$ cat src/rtl/slot_scheduler_pkg.sv
// -----------------------------------------------------------------------------
// sched_pkg: shared types and helpers for the slot scheduler and its arbiters.
//   state_t                  - scheduler FSM states (IDLE, GRANT)
//   N_REQ_DEFAULT            - default number of requesters
//   SLOTS_PER_FRAME_DEFAULT  - default slots per frame
//   MAX_REQ                  - largest supported requester count
//   onehot_of(idx)           - MAX_REQ-wide one-hot vector with bit idx set
// -----------------------------------------------------------------------------
package sched_pkg;

  typedef enum logic {
    IDLE  = 1'b0,
    GRANT = 1'b1
  } state_t;

  localparam int unsigned N_REQ_DEFAULT           = 4;
  localparam int unsigned SLOTS_PER_FRAME_DEFAULT = 10;
  localparam int unsigned MAX_REQ                 = 8;

  function automatic logic [MAX_REQ-1:0] onehot_of(input logic [2:0] idx);
    logic [MAX_REQ-1:0] v;
    v      = '0;
    v[idx] = 1'b1;
    return v;
  endfunction

endpackage

$ cat src/rtl/slot_scheduler_rr_pick.sv
// -----------------------------------------------------------------------------
// rr_pick: combinational round-robin search.
// Finds the first set bit of i_req starting at i_ptr+1 and wrapping around,
// so the requester at i_ptr has the lowest priority.
//   i_req   [N-1:0]      request vector
//   i_ptr   [IDX_W-1:0]  index of the most recently served requester
//   o_pick  [IDX_W-1:0]  index of the selected requester (0 when none)
//   o_valid              at least one request is set
// -----------------------------------------------------------------------------
module rr_pick #(
  parameter int unsigned N     = 4,
  parameter int unsigned IDX_W = $clog2(N)
) (
  input  logic [N-1:0]     i_req,
  input  logic [IDX_W-1:0] i_ptr,
  output logic [IDX_W-1:0] o_pick,
  output logic             o_valid
);

  always_comb begin : search
    logic [IDX_W-1:0] idx;
    idx     = '0;
    o_pick  = '0;
    o_valid = 1'b0;
    // Walk offsets from farthest to nearest: the nearest set bit after the
    // pointer is written last and therefore wins.
    for (int unsigned k = N; k >= 1; k--) begin
      idx = IDX_W'((32'(i_ptr) + k) % N);
      if (i_req[idx]) begin
        o_pick  = idx;
        o_valid = 1'b1;
      end
    end
  end

endmodule

$ cat src/rtl/slot_scheduler.sv
// -----------------------------------------------------------------------------
// slot_scheduler: time-slot round-robin scheduler in the clock1M domain.
// A rising clk_100KHz opens a slot that is granted to at most one requester;
// a rising clk_10KHz starts a frame and restores requester 0 as top priority.
// A grant ends on done from the granted requester or is revoked (timeout) on
// the next slot tick.
//   clock1M        system clock
//   reset          synchronous, active-high
//   clk_100KHz     slot tick line (same clock domain, no synchroniser)
//   clk_10KHz      frame tick line (same clock domain)
//   req            per-requester level request
//   done           completion strobe, only the granted bit is observed
//   grant          registered one-hot grant
//   grant_id       index of the current or last grant
//   busy           a grant is held
//   slot_idx       slot number within the frame
//   frame_start    one-cycle pulse per frame tick
//   timeout        one-cycle pulse when a grant is revoked without done
//   timeout_count  saturating timeout counter
// -----------------------------------------------------------------------------
module slot_scheduler
  import sched_pkg::*;
#(
  parameter int unsigned N_REQ           = N_REQ_DEFAULT,
  parameter int unsigned SLOTS_PER_FRAME = SLOTS_PER_FRAME_DEFAULT,
  parameter int unsigned CNT_W           = 8
) (
  input  logic                     clock1M,
  input  logic                     reset,
  input  logic                     clk_100KHz,
  input  logic                     clk_10KHz,
  input  logic [N_REQ-1:0]         req,
  input  logic [N_REQ-1:0]         done,
  output logic [N_REQ-1:0]         grant,
  output logic [$clog2(N_REQ)-1:0] grant_id,
  output logic                     busy,
  output logic [3:0]               slot_idx,
  output logic                     frame_start,
  output logic                     timeout,
  output logic [CNT_W-1:0]         timeout_count
);

  localparam int unsigned     ID_W      = $clog2(N_REQ);
  localparam logic [ID_W-1:0] PTR_RST   = ID_W'(N_REQ - 1);
  localparam logic [3:0]      SLOT_LAST = 4'(SLOTS_PER_FRAME - 1);

  state_t            r_state;
  logic              r_c100_q;
  logic              r_c10_q;
  logic [ID_W-1:0]   r_ptr;
  logic [N_REQ-1:0]  r_grant;
  logic [ID_W-1:0]   r_grant_id;
  logic              r_busy;
  logic [3:0]        r_slot_idx;
  logic              r_frame_start;
  logic              r_timeout;
  logic [CNT_W-1:0]  r_timeout_count;

  logic              w_slot_tick;
  logic              w_frame_tick;
  logic [ID_W-1:0]   w_arb_ptr;
  logic [ID_W-1:0]   w_pick;
  logic              w_pick_valid;
  logic              w_done_granted;

  assign w_slot_tick    = clk_100KHz & ~r_c100_q;
  assign w_frame_tick   = clk_10KHz & ~r_c10_q;
  // A frame tick restores priority for the arbitration in the same cycle.
  assign w_arb_ptr      = w_frame_tick ? PTR_RST : r_ptr;
  assign w_done_granted = done[r_grant_id];

  rr_pick #(
    .N     (N_REQ),
    .IDX_W (ID_W)
  ) u_rr_pick (
    .i_req   (req),
    .i_ptr   (w_arb_ptr),
    .o_pick  (w_pick),
    .o_valid (w_pick_valid)
  );

  always_ff @(posedge clock1M) begin
    if (reset) begin
      r_c100_q        <= 1'b1;
      r_c10_q         <= 1'b1;
      r_state         <= IDLE;
      r_ptr           <= PTR_RST;
      r_grant         <= '0;
      r_grant_id      <= '0;
      r_busy          <= 1'b0;
      r_slot_idx      <= '0;
      r_frame_start   <= 1'b0;
      r_timeout       <= 1'b0;
      r_timeout_count <= '0;
    end else begin
      r_c100_q      <= clk_100KHz;
      r_c10_q       <= clk_10KHz;
      r_frame_start <= w_frame_tick;
      r_timeout     <= 1'b0;

      if (w_frame_tick) begin
        r_slot_idx <= '0;
      end else if (w_slot_tick) begin
        r_slot_idx <= (r_slot_idx == SLOT_LAST) ? '0 : r_slot_idx + 4'd1;
      end

      case (r_state)
        IDLE: begin
          if (w_slot_tick && w_pick_valid) begin
            r_grant    <= N_REQ'(onehot_of(3'(w_pick)));
            r_grant_id <= w_pick;
            r_busy     <= 1'b1;
            r_state    <= GRANT;
          end
        end
        GRANT: begin
          // done wins over a coincident slot tick; either way the tick is
          // consumed and the next arbitration waits for the following slot.
          if (w_done_granted) begin
            r_grant <= '0;
            r_busy  <= 1'b0;
            r_ptr   <= r_grant_id;
            r_state <= IDLE;
          end else if (w_slot_tick) begin
            r_grant   <= '0;
            r_busy    <= 1'b0;
            r_ptr     <= r_grant_id;
            r_timeout <= 1'b1;
            if (r_timeout_count != '1) begin
              r_timeout_count <= r_timeout_count + 1'b1;
            end
            r_state <= IDLE;
          end
        end
        default: r_state <= IDLE;
      endcase

      // Frame restart overrides any pointer update from a completion.
      if (w_frame_tick) begin
        r_ptr <= PTR_RST;
      end
    end
  end

  assign grant         = r_grant;
  assign grant_id      = r_grant_id;
  assign busy          = r_busy;
  assign slot_idx      = r_slot_idx;
  assign frame_start   = r_frame_start;
  assign timeout       = r_timeout;
  assign timeout_count = r_timeout_count;

endmodule

$ cat config.mk
export PLATFORM = sky130hd
export DESIGN_NAME = slot_scheduler
export DESIGN_NICKNAME = d
export VERILOG_FILES = /design/src/rtl/slot_scheduler_pkg.sv /design/src/rtl/slot_scheduler_rr_pick.sv /design/src/rtl/slot_scheduler.sv
export SDC_FILE = /design/constraint.sdc
export NUM_CORES = 1
export LEC_CHECK = 0
export ABC_AREA = 1
export BUFFER_PORTS_ARGS = -buffer_cell sky130_fd_sc_hd__buf_2
export CORE_UTILIZATION = 40
export CTS_BUF_LIST = sky130_fd_sc_hd__clkbuf_16
export CTS_CLUSTER_DIAMETER = 200
export DETAILED_ROUTE_END_ITERATION = 7
export PLACE_DENSITY = 0.68
export SLEW_MARGIN = 40
export SYNTH_ARGS = -nofsm -noshare
export SYNTH_HDL_FRONTEND = slang
export SYNTH_HIERARCHICAL = 1
export SYNTH_SLANG_ARGS = --single-unit
$ cat constraint.sdc
create_clock -name clock1M -period 2.05 [get_ports clock1M]
set_clock_uncertainty 0.2 [all_clocks]
set_input_delay 0.3075 -clock clock1M [delete_from_list [all_inputs] [get_ports clock1M]]
set_output_delay 0.3075 -clock clock1M [all_outputs]
set_load 0.005 [all_outputs]
==> results.toml <==
[floorplanning]
initial_core_util_pct = 43.2
die_w_um = 63.2
dieArea_um2 = 4000
rows = 21
pin_count = 33
die_height_um = 63.2
coreArea_um2 = 3470

[sta]
hold_violations = 0
drv_slew = 0
setup_viol = 0
min_period_ps = 1870
layout_worst_path_cycle_share_pct = 91.3
fin_hold_ws_ps = 67.8
max_clock_freq_mhz = 534
grt_setup_unrepaired = "true"
tns_ps = 0
fin_ws_ps = 178
slew_headroom_pct = 75.1
worstMarginPinSlew_ps = 373

[placement]
dpl-instance-area_um2 = 1740
place_ws_ps = -30.5
numPortBuffers = 32
dp_cells = 311
place_congestion = 0.857
place_hpwl_um = 2320

[logic_synthesis]
yosysMostFrequentCell = "nand2_1"
yosys-top-cells-area = "dfxtp_1, nand2_1, nor2_1, inv_1, nand3_1"
syn-instance-count = 232
ys_seq_area_share_pct = 34.7
yosys_warnings = 6
synth_area_per_cell_um2 = 6.46
netlist.area_leader.share_pct = 34.7
synthTopCellsByCount = "nand2_1, dfxtp_1, nor2_1"
synth_edf_count = 0
synth-seq-cells = 26
post-synth-top-area-cell = "dfxtp_1"
synth-async-reset-ratio_pct = 0
syn_area_um2 = 1500
ys_types = 26
ys.flop_type = "dfxtp_1"
synth_nets = 245

[worst_setup_path]
startpoint_type = "flop"
setup.worst_path.end = "grant[1]$_SDFFE_PP0P_"
rr_endpoint = "grant[1]$_SDFFE_PP0P_"
criticalPathCategory = "flop to flop"
end_kind = "flop"
reg2reg_depth = 17
crit_required_ps = 2050
crit_fanout = 8
reg2reg_from = "r_c10_q$_SDFF_PP1_"
startpoint = "r_c10_q$_SDFF_PP1_"
ff2ff_setup_slack_ps = 180
cp.arrival_ps = 1870

[grt]
grt_max_degree = 15
first_global_vias = 1260
grt_pass1_wl_um = 5360
antenna_found_initial = 0
grtUsageTotal_pct = 16.5
gr-total-overflow = 0

[flow_run]
cap_violations = 0

[cells_and_area]
regArea_um2 = 520
syn2layout_area_growth_pct = 24.0
nets = 283
post-route-util_pct = 53.6
drive_gt1_share_pct = 29.0
diodes = 0
stdcell_count = 315
postLayoutCellArea_um2 = 1860
multi_input_area_um2 = 882
fillers = 367

[cts]
htree_levels = 1
clock-root-buffer = "clkbuf_16"
clock_latency_ps = 260
tritoncts = "yes"
postCtsSetupBuffers = 0
cts_buffer_depth = 2
path_clk_slew_ps = 60
numCtsBuffers = 3
clkSinkCount = 26

[detailed_routing]
wire_per_inst_um = 9.94
routed_wl_um = 3130
postRouteAntennaNets = 0
vias_per_cell = 4.72
vias = 1488
drcViolationCount = 0
drt-pass1-iter-count = 4
first_iter_violations = 94

[worst_hold_path]
hp-class = "input port to flop"

[power]
p_leak_nw = 0.922
totalPowerFinal_mw = 1.14
powerDensity_nw_per_um2 = 612
ir_drop_mv = 0.305

[outcome]
status = "finished clean"
[power breakdown]
part	switching [mW]	internal, mW	leakage, nW	total [mW]
clock	0.167	0.261	0.0385	0.428
sequential	0.0118	0.521	0.211	0.533
combinational	0.108	0.0675	0.672	0.175
[cell usage in the layout, fill, tap and decap left out]
master / netlist / final
nand3b_1: 2 / 2
clkbuf_16: 0 / 3
o21ai_1: 0 / 3
inv_8: 1 / 1
inv_1: 24 / 22
nor2_2: 3 / 3
nand3_2: 1 / 2
dfxtp_1: 26 / 26
nand4_1: 1 / 1
inv_2: 6 / 8
nand2_4: 1 / 1
o211ai_1: 2 / 2
o21ai_4: 0 / 1
nor2_1: 25 / 25
and2_4: 1 / 1
or2_2: 1 / 1
buf_4: 0 / 2
ha_1: 1 / 1
nand2_2: 10 / 14
nand3_1: 15 / 14
nor2_4: 3 / 3
nand2_1: 70 / 66
nor3_2: 0 / 4
a21oi_1: 12 / 12
nor3_1: 6 / 2
buf_2: 0 / 32
a211oi_2: 1 / 1
o21ai_0: 14 / 11
xor2_1: 3 / 3
clkinv_1: 0 / 1
buf_12: 0 / 1
[registers in the layout (all words and copies together) (netlist names)]
| name | count |
|---|---|
| frame_start | 1 |
| r_c100_q | 1 |
| timeout | 1 |
| timeout_count | 8 |
| grant_id | 2 |
| r_state | 1 |
| r_ptr | 2 |
| slot_idx | 4 |
| busy | 1 |
| r_c10_q | 1 |
| grant | 4 |
[worst min-delay path by stage]
| stage | start | endpoint | depth (start not counted) |
|---|---|---|---|
| detailed placement | busy$_SDFFE_PP0P_ | busy$_SDFFE_PP0P_ | 2 |
| floorplan | reset | r_c10_q$_SDFF_PP1_ | 1 |
| global route | clk_10KHz | r_c10_q$_SDFF_PP1_ | 2 |
| finish | clk_10KHz | r_c10_q$_SDFF_PP1_ | 2 |
| CTS | clk_10KHz | r_c10_q$_SDFF_PP1_ | 2 |
| global placement | r_ptr[1]$_SDFFE_PP1P_ | r_ptr[1]$_SDFFE_PP1P_ | 2 |
[logic make-up (layout without fill, tap and decap cells)]
kind of cell	Yosys count	after routing	synth area share, %
and+or+nand+nor	139	139	42.3
buffers and inverters	33	70	9.27
AOI/OAI and AO/OA	30	30	11.1
DFF	26	26	34.7
xor gates and xnor gates	3	3	1.75
adders and majority gates	1	1	0.835
[cell type report]
| class | count | area share (%) |
|---|---|---|
| Multi-Input combinational cell | 173 | 47.5 |
| Sequential cell | 26 | 28.0 |
| Timing Repair Buffer | 35 | 10.5 |
| Inverter | 31 | 6.67 |
| Clock buffer | 3 | 4.04 |
| Tap cell | 46 | 3.10 |
| Clock inverter | 1 | 0.202 |
[critical path: stages, from the launching register on]
cell	delay [ps]
dfxtp_1	300
inv_1	40
nand2_2	90
nand2_2	70
buf_12	140
inv_8	60
nand2_2	50
nand2_2	70
nand2_1	70
nand2_1	70
nand2_1	60
nand2_1	60
nand2_1	50
nand2_2	120
inv_2	60
nor3_2	110
o21ai_1	90
nor2_1	80
[layer usage]
layer / up-vias / part of all wire, % / track usage, %
met2: 33 / 46 / 25.9
met1: 648 / 49 / 22.3
met5: - / 0 / 0
met4: 0 / 0.54 / 5.40
met3: 2 / 3.8 / 3.44
li1: 805 / - / -
[timing repair]
item | 4_1_cts | 5_1_grt
resized for setup | 0 | 15
hold buffers | 0 | 0
endpoints found under the setup margin | 0 | 5
(Power assumes the default switching activity.)
